[src/rtl/mips_seq_ctrl_if.sv]
// Bundle of signals between the multi-cycle MIPS sequencer and its datapath.
//   master : the sequencer. It samples opcode/imemReady/dmemReady/halt and
//            drives the datapath strobes, the ALU class, the state code,
//            the illegal-opcode pulse and the retired-instruction count.
//   slave  : the datapath/memory side, with every direction reversed.
// DATA_W sets the width of the instret counter.
interface mips_seq_ctrl_if #(
  parameter int DATA_W = 32
) ();
  logic [5:0]        opcode;
  logic              imemReady;
  logic              dmemReady;
  logic              halt;
  logic              pcWrite;
  logic              irWrite;
  logic              regWrite;
  logic              memRead;
  logic              memWrite;
  logic              branch;
  logic              regDst;
  logic              memToReg;
  logic              aluSrc;
  logic [1:0]        aluOp;
  logic [2:0]        state;
  logic              illegalInstr;
  logic [DATA_W-1:0] instret;

  modport master (
    input  opcode, imemReady, dmemReady, halt,
    output pcWrite, irWrite, regWrite, memRead, memWrite, branch,
           regDst, memToReg, aluSrc, aluOp, state, illegalInstr, instret
  );

  modport slave (
    output opcode, imemReady, dmemReady, halt,
    input  pcWrite, irWrite, regWrite, memRead, memWrite, branch,
           regDst, memToReg, aluSrc, aluOp, state, illegalInstr, instret
  );
endinterface

[src/rtl/mips_seq_ctrl.sv]
// Multi-cycle MIPS control sequencer (FETCH/DECODE/EXECUTE/MEMORY/WRITEBACK/HALTED).
// Ports:
//   clk - sole clock, rising edge
//   rst - synchronous active-high reset; aborts any in-flight instruction
//   bus - mips_seq_ctrl_if.master: opcode, imemReady, dmemReady, halt in;
//         datapath strobes, aluOp, state, illegalInstr, instret out
// Supported opcodes: R-type 0x00, lw 0x23, sw 0x2B, beq 0x04, addi 0x08.
module mips_seq_ctrl #(
  parameter int DATA_W = 32
) (
  input  logic            clk,
  input  logic            rst,
  mips_seq_ctrl_if.master bus
);

  typedef enum logic [2:0] {
    FETCH     = 3'd0,
    DECODE    = 3'd1,
    EXECUTE   = 3'd2,
    MEMORY    = 3'd3,
    WRITEBACK = 3'd4,
    HALTED    = 3'd5
  } state_t;

  localparam logic [5:0] OP_R    = 6'h00;
  localparam logic [5:0] OP_LW   = 6'h23;
  localparam logic [5:0] OP_SW   = 6'h2B;
  localparam logic [5:0] OP_BEQ  = 6'h04;
  localparam logic [5:0] OP_ADDI = 6'h08;

  state_t            state_q, state_d;
  logic [5:0]        op_q;
  logic [DATA_W-1:0] instret_q;
  logic              retire;

  logic pc_wr, ir_wr, reg_wr, mem_rd, mem_wr, br, reg_dst, mem_to_reg, alu_src, illegal;
  logic [1:0] alu_op;

  function automatic logic is_legal(input logic [5:0] op);
    return (op == OP_R) || (op == OP_LW) || (op == OP_SW) ||
           (op == OP_BEQ) || (op == OP_ADDI);
  endfunction

  // The opcode is captured only while in DECODE so later states act on the
  // instruction that was decoded, whatever the IR bus shows afterwards.
  always_ff @(posedge clk) begin
    if (rst) begin
      state_q   <= FETCH;
      op_q      <= 6'h00;
      instret_q <= '0;
    end else begin
      state_q <= state_d;
      if (state_q == DECODE) op_q <= bus.opcode;
      if (retire) instret_q <= instret_q + DATA_W'(1);
    end
  end

  always_comb begin
    state_d    = FETCH;   // also the exit for the unused codes 6 and 7
    retire     = 1'b0;
    pc_wr      = 1'b0;
    ir_wr      = 1'b0;
    reg_wr     = 1'b0;
    mem_rd     = 1'b0;
    mem_wr     = 1'b0;
    br         = 1'b0;
    reg_dst    = 1'b0;
    mem_to_reg = 1'b0;
    alu_src    = 1'b0;
    alu_op     = 2'b00;
    illegal    = 1'b0;
    // Strobes are silenced during reset so an aborted instruction can never
    // commit a register or memory write in the reset cycle.
    if (!rst) begin
      case (state_q)
        FETCH: begin
          if (bus.halt) begin
            state_d = HALTED;
          end else if (bus.imemReady) begin
            ir_wr   = 1'b1;
            pc_wr   = 1'b1;
            state_d = DECODE;
          end else begin
            state_d = FETCH;
          end
        end
        DECODE: begin
          if (is_legal(bus.opcode)) state_d = EXECUTE;
          else                      illegal = 1'b1;
        end
        EXECUTE: begin
          case (op_q)
            OP_R: begin
              alu_op  = 2'b10;
              state_d = WRITEBACK;
            end
            OP_ADDI: begin
              alu_src = 1'b1;
              state_d = WRITEBACK;
            end
            OP_LW, OP_SW: begin
              alu_src = 1'b1;
              state_d = MEMORY;
            end
            OP_BEQ: begin
              alu_op  = 2'b01;
              br      = 1'b1;
              retire  = 1'b1;
            end
            default: state_d = FETCH;
          endcase
        end
        MEMORY: begin
          alu_src = 1'b1;
          if (op_q == OP_LW) begin
            mem_rd  = 1'b1;
            state_d = bus.dmemReady ? WRITEBACK : MEMORY;
          end else if (op_q == OP_SW) begin
            mem_wr  = 1'b1;
            retire  = bus.dmemReady;
            state_d = bus.dmemReady ? FETCH : MEMORY;
          end
        end
        WRITEBACK: begin
          reg_wr     = 1'b1;
          reg_dst    = (op_q == OP_R);
          mem_to_reg = (op_q == OP_LW);
          retire     = 1'b1;
        end
        HALTED: state_d = bus.halt ? HALTED : FETCH;
        default: state_d = FETCH;
      endcase
    end
  end

  assign bus.pcWrite      = pc_wr;
  assign bus.irWrite      = ir_wr;
  assign bus.regWrite     = reg_wr;
  assign bus.memRead      = mem_rd;
  assign bus.memWrite     = mem_wr;
  assign bus.branch       = br;
  assign bus.regDst       = reg_dst;
  assign bus.memToReg     = mem_to_reg;
  assign bus.aluSrc       = alu_src;
  assign bus.aluOp        = alu_op;
  assign bus.state        = state_q;
  assign bus.illegalInstr = illegal;
  assign bus.instret      = instret_q;

endmodule
[src/flat_wrapper.sv]
// flat-port wrapper written by rule: the top's interface ports become plain ports
module mips_seq_ctrl_flat 
#(
  parameter int DATA_W = 32
)
  (clk, rst, bus_opcode, bus_imemReady, bus_dmemReady, bus_halt, bus_pcWrite, bus_irWrite, bus_regWrite, bus_memRead, bus_memWrite, bus_branch, bus_regDst, bus_memToReg, bus_aluSrc, bus_aluOp, bus_state, bus_illegalInstr, bus_instret);
  mips_seq_ctrl_if #(.DATA_W(DATA_W)) bus_i ();
  input  logic clk;
  input  logic rst;
  input wire logic [$bits(bus_i.opcode)-1:0] bus_opcode;
  input wire logic [$bits(bus_i.imemReady)-1:0] bus_imemReady;
  input wire logic [$bits(bus_i.dmemReady)-1:0] bus_dmemReady;
  input wire logic [$bits(bus_i.halt)-1:0] bus_halt;
  output wire logic [$bits(bus_i.pcWrite)-1:0] bus_pcWrite;
  output wire logic [$bits(bus_i.irWrite)-1:0] bus_irWrite;
  output wire logic [$bits(bus_i.regWrite)-1:0] bus_regWrite;
  output wire logic [$bits(bus_i.memRead)-1:0] bus_memRead;
  output wire logic [$bits(bus_i.memWrite)-1:0] bus_memWrite;
  output wire logic [$bits(bus_i.branch)-1:0] bus_branch;
  output wire logic [$bits(bus_i.regDst)-1:0] bus_regDst;
  output wire logic [$bits(bus_i.memToReg)-1:0] bus_memToReg;
  output wire logic [$bits(bus_i.aluSrc)-1:0] bus_aluSrc;
  output wire logic [$bits(bus_i.aluOp)-1:0] bus_aluOp;
  output wire logic [$bits(bus_i.state)-1:0] bus_state;
  output wire logic [$bits(bus_i.illegalInstr)-1:0] bus_illegalInstr;
  output wire logic [$bits(bus_i.instret)-1:0] bus_instret;
  assign bus_i.opcode = bus_opcode;
  assign bus_i.imemReady = bus_imemReady;
  assign bus_i.dmemReady = bus_dmemReady;
  assign bus_i.halt = bus_halt;
  assign bus_pcWrite = bus_i.pcWrite;
  assign bus_irWrite = bus_i.irWrite;
  assign bus_regWrite = bus_i.regWrite;
  assign bus_memRead = bus_i.memRead;
  assign bus_memWrite = bus_i.memWrite;
  assign bus_branch = bus_i.branch;
  assign bus_regDst = bus_i.regDst;
  assign bus_memToReg = bus_i.memToReg;
  assign bus_aluSrc = bus_i.aluSrc;
  assign bus_aluOp = bus_i.aluOp;
  assign bus_state = bus_i.state;
  assign bus_illegalInstr = bus_i.illegalInstr;
  assign bus_instret = bus_i.instret;
  mips_seq_ctrl #(.DATA_W(DATA_W)) u_core (.clk(clk), .rst(rst), .bus(bus_i));
endmodule
[config.mk]
export PLATFORM = sky130hd
export DESIGN_NAME = mips_seq_ctrl_flat
export DESIGN_NICKNAME = d
export VERILOG_FILES = /design/src/rtl/mips_seq_ctrl_if.sv /design/src/rtl/mips_seq_ctrl.sv /design/src/flat_wrapper.sv
export SDC_FILE = /design/constraint.sdc
export NUM_CORES = 1
export LEC_CHECK = 0
export CORE_ASPECT_RATIO = 1.5
export CORE_UTILIZATION = 52
export DETAILED_ROUTE_END_ITERATION = 10
export GPL_TIMING_DRIVEN = 0
export PLACE_DENSITY = 0.83
export SYNTH_ARGS = -nofsm -noshare
export SYNTH_HDL_FRONTEND = slang
export SYNTH_SLANG_ARGS = --single-unit
[constraint.sdc]
create_clock -name clk -period 3.1 [get_ports clk]
set_input_delay 0.93 -clock clk [delete_from_list [all_inputs] [get_ports clk]]
set_output_delay 0.93 -clock clk [all_outputs]
set_load 0.01 [all_outputs]
==> results.txt, run 1 <==
Max rail drop VDD - 0.000446 V
Via count - 2444
Logic pwr share - 11.5%
Internal power - 743 uW
Synthesis Warnings - 0
Sequential share of power - 53.6%
Num ports - 58
Fin crit period - 3.06 ns
HP Class - reg2reg
Avg Inst Size Synth - 8.09 sq um
Critical Path Source Type - input pin
Measured slew at the worst slew-check pin - 0.797 ns
Data arrival time of the worst path - 2.13 ns
Net Sw Power - 284 uW
Layout Skew - 0.00500 ns
Wire per inst - 16.9 um
Area Growth Syn to Fin - 35.6%
Initial antenna violation count - 0
Synthesized Nets - 287
Total power - 1.03 mW
DIE AREA - 0.00455 sq mm
R2r worst-path depth - 6
Root Buffer - clkbuf_8
Asr flop ratio synth - 0%
Largest net degree at the start of global routing - 14
Distinct cells, synth - 47
Top FF cell, synth - dfxtp_1
TNS Setup - 0 ns
Drt total wl - 6.57 mm
Via density - 6.30
Post-Place Cell Area - 0.00285 sq mm
Row Count - 28
Post-synthesis sequential area ratio - 36.9%
Worst-Skew Late Latency - 0.31 ns
Status - finished, final reports clean
H-tree Lvls - 2
Critical path class - in2out
Switching share of power - 27.6%
RSZ-0062 raised after global routing - no
Final ANT Viol Nets - 0
CTS buffer count - 5
Placer congestion estimate - 0.897
CTS tree - yes
All-Layer GR Usage - 28.7%
Diode count - 0
Global-route wire length before repair - 10.2 mm
Setup crit end - bus_memWrite
Worst Path Required - 2.17 ns
Place WS - -0.679 ns
Register area - 821 sq um
Critical Path Start - rst
Fillers - 313
Leakage - 1.09 nW
Worst rel slew slack - 46.5%
Max Cap Viol - 0
CTS sink cnt - 41
Worst r2r src - u_core.bus.instret[2]$_SDFFE_PP0P_
DPL Wire Length - 4.67 mm
Synthesized flop and latch total - 41
Die Y - 82.1 um
Worst-path clk slew - 0.08 ns
# DRC - 0
Gr ovfl total - 0
Final nets - 354
Fmax - 327 MHz
Slew Viols, Final - 0
Final Util - 74.9%
Reg-to-reg setup timing slack - 0.42 ns
Chip width - 55.4 um
Number of synthesized flops with an enable pin - 0
Final setup viols - 0
Final Cycle Share - 98.7%
CORE AREA - 0.00403 sq mm
PortBufs - 57
Post-Layout Inst Area - 0.00302 sq mm
Ratio of cells with drive above 1 in the final layout - 9.91%
Cell Area, Synth - 0.00223 sq mm
PnR worst setup slack - 0.0388 ns
Critical path fanouts, max - 3
Kind of end point of the critical path - output pin
Vias in the first global route - 2213
Area occupied by multi-input gates - 0.00134 sq mm
Final Hold Violating Endpoints - 0
CTS Buffer Depth - 2
Syn Inst Count - 275
Worst r2r dst - u_core.bus.instret[24]$_SDFFE_PP0P_
Clk network pwr share - 34.9%
Initial Util - 55.2%
Cell Pwr Density - 340 mW/mm^2
1st-pass router iterations - 7
Initial DRC Count - 145
per-stage QoR:
step,instances,hold slack [ns]
finish,388,0.495
global route,388,0.536
CTS,388,0.495
detailed placement,377,0.484
global placement,377,0.472
floorplan,275,0.462
repair_timing:
| item | CTS | global route |
|---|---|---|
| gates resized for setup | 23 | 11 |
| setup endpoints to repair | 12 | 6 |
| hold buffers | 0 | 0 |
| buffers inserted | 3 | 0 |
| pin swaps | 2 | 2 |
final cells by class:
cell class	count	share of cell area (%)
well taps	45	1.87
multi-input cells	210	44.3
flip-flops and latches	41	27.2
repair buffers	60	19.9
inverters	8	0.995
clock buffers	5	2.28
clock inverters	3	0.580
plain buffers	16	2.94
how the worst min path moves through the flow:
stage | from | to | slack (ns) | depth (start not counted)
4_1_cts | u_core.bus.instret[31]$_SDFFE_PP0P_ | u_core.bus.instret[31]$_SDFFE_PP0P_ | 0.50 | 2
3_5_place_dp | u_core.bus.instret[31]$_SDFFE_PP0P_ | u_core.bus.instret[31]$_SDFFE_PP0P_ | 0.48 | 2
5_1_grt | u_core.bus.instret[31]$_SDFFE_PP0P_ | u_core.bus.instret[31]$_SDFFE_PP0P_ | 0.54 | 2
6_report | u_core.bus.instret[31]$_SDFFE_PP0P_ | u_core.bus.instret[31]$_SDFFE_PP0P_ | 0.50 | 2
3_3_place_gp | u_core.bus.instret[31]$_SDFFE_PP0P_ | u_core.bus.instret[31]$_SDFFE_PP0P_ | 0.47 | 2
2_1_floorplan | u_core.op_q[4]$_SDFFE_PP0N_ | u_core.op_q[4]$_SDFFE_PP0N_ | 0.46 | 2
registers in the layout, indices dropped and copies added (netlist names):
name	cells
u_core.op_q	6
u_core.bus.state	3
u_core.bus.instret	32
cell usage in the layout (no fill, tap or decap), types with 3 or more instances in the layout:
master | Yosys | routed
clkbuf_8 | 0 | 6
nand2_1 | 32 | 31
dfxtp_1 | 41 | 41
dlymetal6s2s_1 | 0 | 8
nand4_1 | 8 | 8
dlygate4sd2_1 | 0 | 7
or4b_1 | 3 | 3
nand4b_1 | 3 | 3
nand3_1 | 12 | 12
o21ai_0 | 9 | 9
or3_1 | 7 | 7
buf_4 | 1 | 4
nor2b_1 | 4 | 3
a21oi_1 | 38 | 37
clkbuf_1 | 10 | 8
clkdlybuf4s50_1 | 0 | 40
nor2_1 | 16 | 15
buf_2 | 3 | 4
o31ai_1 | 17 | 17
nor4_1 | 4 | 3
nor4_4 | 2 | 3
nor3_1 | 9 | 9
inv_1 | 7 | 7
or4_1 | 17 | 17
power by group through the flow:
stage	Sequential, mW	Clock, mW	Combinational [mW]
floorplan	0.558	0	0.0612
global placement	0.560	0	0.109
detailed placement	0.560	0	0.109
CTS	0.550	0.358	0.117
global route	0.552	0.384	0.127
finish	0.550	0.359	0.118
worst max-delay path, stage by stage:
cell and delay, ns:
dlygate4sd2_1 0.26, nand4bb_2 0.30, nor4_4 0.35, clkdlybuf4s15_1 0.29
per-layer routing:
layer,global-route usage (%),share of wire (%),up-vias
met5,0,0,-
met4,13.8,2.6,0
met3,4.98,4.9,15
met2,55.9,53,100
met1,29.7,39,1152
li1,-,-,1177
logic make-up (layout without fill, tap and decap cells):
logic type	after synthesis	in the layout	synth area share, %
XOR/XNOR	2	2	0.787
AND/OR/NAND/NOR	129	129	34.6
adder cells (fa/ha/maj)	1	1	0.562
flip-flops	41	41	36.9
multiplexers	3	3	1.41
AO/OA/AOI/OAI	75	75	21.1
buffers and inverters	24	92	4.72
cell usage after synthesis (2+ instances only):
cell type	count	area, sq um
or4_1	17	128
nand4b_1	3	26.3
nand3_1	12	60.1
nor3_1	9	45.0
o21ai_0	9	45.0
nor4_1	4	25.0
clkbuf_1	10	37.5
and3_1	2	12.5
or4b_1	3	30.0
inv_1	7	26.3
and2_1	2	12.5
mux2i_1	2	20.0
buf_2	3	15.0
dfxtp_1	41	821
nor2_1	16	60.1
a21oi_1	38	190
nand4_1	8	50.1
a32o_1	2	20.0
nand2_1	32	120
nor2b_1	4	25.0
or2_2	2	12.5
nor4_4	2	42.5
o31ai_1	17	128
or3_1	7	43.8
Power figures use the tool's default switching activity.
==> run 2: changes to the inputs <==
==> constraint.sdc (replaced) <==
create_clock -name clk -period 3.1 [get_ports clk]
set_input_delay 0.31 -clock clk [delete_from_list [all_inputs] [get_ports clk]]
set_output_delay 0.31 -clock clk [all_outputs]
set_load 0.01 [all_outputs]
==> run 2 against run 1 <==
Effect of this change: worst hold slack about the same; cell area down 2.6%; highest routed layer unchanged; fmax increased by 13%; die area is the same; largest cell class unchanged; first-iteration DRC count down 14%; critical path depth rose by 2; register-to-register slack got worse by 0.03 ns.
==> results.txt, run 2 (synthesis gave the netlist of run 1 again) <==
Internal power - 738 uW (-0.62%)
CTS sink cnt - 41 (unchanged)
Num ports - 58 (unchanged)
Net Sw Power - 278 uW (-2.0%)
DPL Wire Length - 4.67 mm (unchanged)
Max Cap Viol - 0 (unchanged)
Largest net degree at the start of global routing - 14 (unchanged)
CTS Buffer Depth - 2 (unchanged)
Critical path fanouts, max - 10 (+7)
WL met3 - 353 um (+11%)
Clk network pwr share - 35.4% (+0.5 points)
PnR worst setup slack - 0.388 ns (+0.349 ns)
Commonest non-fill, non-tap cell in the layout - clkdlybuf4s50_1
Number of flip-flops in the largest register - 32 (unchanged)
CORE AREA - 0.00403 sq mm (unchanged)
Worst-path clk slew - 0.08 ns (about the same)
Post CTS Setup Buffer Count - 0 (-3)
Worst r2r src - u_core.bus.instret[2]$_SDFFE_PP0P_
Ratio of cells with drive above 1 in the final layout - 6.47% (-3.4 points)
Status - finished, final reports clean
Initial Util - 55.2% (unchanged)
Die Y - 82.1 um (unchanged)
Area Growth Syn to Fin - 32.0%
Worst rel slew slack - 46.4% (about the same)
CTS tree - yes
Place WS - 0.478 ns (+1.16 ns)
Chip width - 55.4 um (unchanged)
Total power - 1.02 mW (-1.0%)
Critical Path Start - u_core.bus.instret[2]$_SDFFE_PP0P_
Final Cycle Share - 87.5% (-11 points)
Post-Place Cell Area - 0.00285 sq mm (unchanged)
Max rail drop VDD - 0.000439 V (-1.7%)
Critical path class - reg2reg
Layout Skew - 0.00507 ns (+0.0000660 ns)
Global-route wire length before repair - 10.0 mm (-2.1%)
Worst Path Required - 3.30 ns (+1.13 ns)
Most frequent cells in the layout - 57 x clkdlybuf4s50_1, 41 x dfxtp_1, 38 x a21oi_1
Logic pwr share - 10.7% (-0.8 points)
DR WL met2 - 3.44 mm (-1.6%)
Initial antenna violation count - 0 (unchanged)
# DRC - 0 (unchanged)
Slew Viols, Final - 0 (unchanged)
Wire length on met1 - 2.47 mm (-4.3%)
Via count - 2407 (-1.5%)
Hold_buf cts - 0 (unchanged)
Final ANT Viol Nets - 0 (unchanged)
Fmax - 369 MHz (+13%)
Data arrival time of the worst path - 2.91 ns (+0.78 ns)
Leakage - 0.912 nW (-16%)
1st-pass router iterations - 5 (-2)
Measured slew at the worst slew-check pin - 0.797 ns (+0.000556 ns)
Final Hold Violating Endpoints - 0 (unchanged)
Post-Layout Inst Area - 0.00294 sq mm (-2.6%)
Initial DRC Count - 124 (-14%)
Row Count - 28 (unchanged)
Diode count - 0 (unchanged)
Fillers - 338 (+8.0%)
CTS buffer count - 5 (unchanged)
Vias in the first global route - 2187 (-1.2%)
Final nets - 351 (-0.85%)
Worst-Skew Late Latency - 0.31 ns (about the same)
H-tree Lvls - 2 (unchanged)
Post_cts resized - 0 (-100%)
Wire per inst - 16.7 um (-1.7%)
Switching share of power - 27.4% (-0.29 points)
Placer congestion estimate - 0.897 (unchanged)
Final setup viols - 0 (unchanged)
Gr ovfl total - 0 (unchanged)
Critical Path Source Type - register
Drt total wl - 6.41 mm (-2.5%)
TNS Setup - 0 ns (unchanged)
RSZ-0062 raised after global routing - no
Fin crit period - 2.71 ns (-0.349 ns)
Kind of end point of the critical path - register
Sequential share of power - 53.9% (+0.3 points)
Cell Pwr Density - 346 mW/mm^2 (+1.6%)
PortBufs - 57 (unchanged)
Via density - 6.25 (-0.75%)
All-Layer GR Usage - 28.1% (-0.61 points)
HP Class - reg2reg
Root Buffer - clkbuf_8
Uppermost layer routed - met4
Hold Startpoint - u_core.bus.instret[31]$_SDFFE_PP0P_
DIE AREA - 0.00455 sq mm (unchanged)
[run 2: cell types whose count changed in the layout (fill, tap and decap cells not counted), moves of 2 or more]
| cell | change |
|---|---|
| dlygate4sd2_1 | -7 |
| clkdlybuf4s50_1 | +17 |
| buf_4 | -3 |
| dlymetal6s2s_1 | -8 |
| clkbuf_1 | +2 |
[run 2: path summary, 6_finish.rpt]
check                           cells past startpoint                                   to  slack (ns)
worst min register to register                      2  u_core.bus.instret[31]$_SDFFE_PP0P_        0.50
worst min-delay path                                2  u_core.bus.instret[31]$_SDFFE_PP0P_        0.50
worst max register to register                      6  u_core.bus.instret[24]$_SDFFE_PP0P_        0.39
worst max-delay path                                6  u_core.bus.instret[24]$_SDFFE_PP0P_        0.39
[run 2: final cells by class]
type / instances / area, sq um / area share (%)
buffer: 16 / 75.1 / 2.55
clock buffer: 5 / 68.8 / 2.34
clock inverter: 3 / 17.5 / 0.596
inverter: 8 / 30.0 / 1.02
multi-input combinational: 210 / 1300 / 44.2
sequential: 41 / 821 / 27.9
tap: 45 / 56.3 / 1.92
timing repair buffer: 57 / 571 / 19.4
[run 2: per-layer routing]
metal	vias up	track usage, %
met5	-	0
met3	12	4.98
met1	1138	28.8
met4	0	12.8
li1	1164	-
met2	93	55.3
[run 2: critical path, stage by stage (launching register included)]
cell	delay, ns
dfxtp_1	0.46
nand3_1	0.15
nor2_1	0.53
nand2_1	0.35
clkbuf_1	0.32
nor4_1	0.43
mux2_1	0.36
[run 2: per-stage QoR]
step                utilization, %  std cells  hold WS [ns]
floorplan                        -        275         0.446
global placement              70.8        377         0.472
detailed placement            70.8        377         0.484
CTS                           73.0        385         0.495
global route                  73.0        385         0.536
finish                        73.0        385         0.495
[run 2: power by group through the flow]
stage                     logic [mW]  registers, mW  clock network, mW
after global placement         0.109          0.560                  0
final                          0.109          0.548              0.359
after detailed placement       0.109          0.560                  0
after CTS                      0.109          0.547              0.358
after floorplan               0.0612          0.558                  0
after global routing           0.119          0.550              0.384
==> run 3: changes to the inputs <==
Settings changed: CORE_ASPECT_RATIO 1.5 to default.
==> run 3 against run 2 <==
Effect of this change: fmax up 1.2%; critical path depth unchanged; sequential cell count unchanged; sequential power about the same; sequential share of layout area shrank 0.29 points; global-route usage grew 1.1 points; critical endpoint unchanged; largest cell class unchanged; largest power group unchanged.
==> results.txt, run 3 (synthesis gave the netlist of run 1 again) <==
CTS sink cnt - 41 (unchanged)
Post-Place Cells - 382 (+1.3%)
Area Growth Syn to Fin - 33.4%
Wire per inst - 16.2 um (-2.9%)
DIE AREA - 0.00455 sq mm (-0.12%)
Min-Delay Path Depth - 2 (unchanged)
Hold_buf cts - 0 (unchanged)
Kind of end point of the critical path - register
Initial antenna violation count - 0 (unchanged)
Via density - 6.31 (+0.85%)
Drt total wl - 6.31 mm (-1.7%)
DPL Wire Length - 4.48 mm (-4.1%)
Worst Path Required - 3.29 ns (about the same)
Slew Viols, Final - 0 (unchanged)
CTS Buffer Depth - 2 (unchanged)
TNS Setup - 0 ns (unchanged)
Hold EP - u_core.bus.instret[31]$_SDFFE_PP0P_
Layout Cells excl Fill - 390 (+1.3%)
Worst r2r src - u_core.bus.instret[2]$_SDFFE_PP0P_
Num ports - 58 (unchanged)
Max Cap Viol - 0 (unchanged)
1st-pass router iterations - 5 (unchanged)
Cell Pwr Density - 367 mW/mm^2 (+6.2%)
Worst-Skew Late Latency - 0.30 ns (about the same)
Layout Skew - 0.00676 ns (+0.00169 ns)
Placer congestion estimate - 0.859 (-4.3%)
Data arrival time of the worst path - 2.87 ns (-0.04 ns)
RSZ-0062 raised after global routing - no
Gr ovfl total - 0 (unchanged)
Fmax - 373 MHz (+1.2%)
Diode count - 0 (unchanged)
Measured slew at the worst slew-check pin - 0.702 ns (-0.0956 ns)
# DRC - 0 (unchanged)
Final ANT Viol Nets - 0 (unchanged)
Worst-path clk slew - 0.08 ns (about the same)
Final Cycle Share - 86.4% (-1.0 points)
Max rail drop VDD - 0.000254 V (-42%)
Worst rel slew slack - 52.8% (+6.4 points)
Final setup viols - 0 (unchanged)
Critical Path Source Type - register
Number of flip-flops in the largest register - 32 (unchanged)
Commonest non-fill, non-tap cell in the layout - clkdlybuf4s50_1
Root Buffer - clkbuf_8
Initial DRC Count - 255 (+110%)
Post CTS Setup Buffer Count - 0 (unchanged)
Global-route wire length before repair - 9.97 mm (-0.55%)
Final Hold Violating Endpoints - 0 (unchanged)
Leakage - 0.924 nW (+1.3%)
Fin crit period - 2.68 ns (-0.0322 ns)
Post_cts resized - 0 (unchanged)
R2r worst-path depth - 6 (unchanged)
Critical path fanouts, max - 10 (unchanged)
PnR worst setup slack - 0.420 ns (+0.0322 ns)
Die Y - 67.4 um (-18%)
CTS tree - yes
Row Count - 23 (-18%)
Vias in the first global route - 2114 (-3.3%)
Critical path class - reg2reg
All-Layer GR Usage - 29.2% (+1.1 points)
CTS buffer count - 5 (unchanged)
Place WS - 0.473 ns (-0.00498 ns)
Final nets - 351 (unchanged)
H-tree Lvls - 2 (unchanged)
PortBufs - 57 (unchanged)
Most frequent cells in the layout - 57 x clkdlybuf4s50_1, 41 x dfxtp_1, 38 x a21oi_1
Ratio of cells with drive above 1 in the final layout - 6.18% (-0.29 points)
Via count - 2459 (+2.2%)
Hold Startpoint - u_core.bus.instret[31]$_SDFFE_PP0P_
Chip width - 67.4 um (+22%)
Status - finished, final reports clean
Reg-to-reg setup timing slack - 0.42 ns (+0.03 ns)
Initial Util - 54.9% (-0.39 points)
Worst r2r dst - u_core.bus.instret[24]$_SDFFE_PP0P_
Largest net degree at the start of global routing - 14 (unchanged)
HP Class - reg2reg
CORE AREA - 0.00406 sq mm (+0.71%)
==> run 3: cell count changes in the layout (fill, tap and decap cells not counted) <==
cell	delta
clkinv_2	-2
bufinv_16	+1
clkbuf_1	+1
clkinv_4	+1
clkinvlp_4	-1
==> run 3: worst max-delay path by stage <==
stage               cells past startpoint                                from                             endpoint
floorplan                               7      u_core.bus.state[1]$_SDFF_PP0_  u_core.bus.instret[24]$_SDFFE_PP0P_
global placement                        8                                 rst  u_core.bus.instret[15]$_SDFFE_PP0P_
detailed placement                      8                                 rst  u_core.bus.instret[15]$_SDFFE_PP0P_
CTS                                     5         u_core.op_q[5]$_SDFFE_PP0N_                           bus_aluSrc
global route                            6  u_core.bus.instret[2]$_SDFFE_PP0P_  u_core.bus.instret[24]$_SDFFE_PP0P_
finish                                  6  u_core.bus.instret[2]$_SDFFE_PP0P_  u_core.bus.instret[24]$_SDFFE_PP0P_
==> run 3: critical path, stage by stage, from the launching register on <==
cell,delay (ns)
dfxtp_1,0.45
nand3_1,0.15
nor2_1,0.54
nand2_1,0.33
clkbuf_1,0.33
nor4_1,0.40
mux2_1,0.36
==> run 3: where the power goes <==
part	internal, mW	switching, mW	leakage [nW]
Sequential	0.535	0.0126	0.331
Clock	0.242	0.195	0.0554
Combinational	0.0477	0.0595	0.537
Total	0.824	0.267	0.924
==> run 3: stage by stage <==
| step | util (%) | hold WS (ns) | total power, mW | instance area [sq um] |
|---|---|---|---|---|
| CTS | 73.2 | 0.498 | 1.09 | 2970 |
| finish | 73.2 | 0.500 | 1.09 | 2970 |
| detailed placement | 70.5 | 0.488 | 0.666 | 2860 |
| global placement | 70.5 | 0.478 | 0.665 | 2860 |
| floorplan | - | 0.446 | 0.620 | 2230 |
| global route | 73.2 | 0.532 | 1.13 | 2970 |
==> run 3: per-layer routing <==
layer  GRT usage, %  wire (um)
met5              0          0
met4           11.2        100
met3           5.57        472
met2           44.3       2790
met1           40.6       2940
==> run 3: final cells by class <==
cell class                      instances  area, sq um
Inverter                                8         30.0
Clock inverter                          2         38.8
Clock buffer                            6         72.6
Sequential cell                        41          821
Timing Repair Buffer                   57          571
Buffer                                 16         75.1
Fill cell                             324         1090
Tap cell                               50         62.6
Multi-Input combinational cell        210         1300
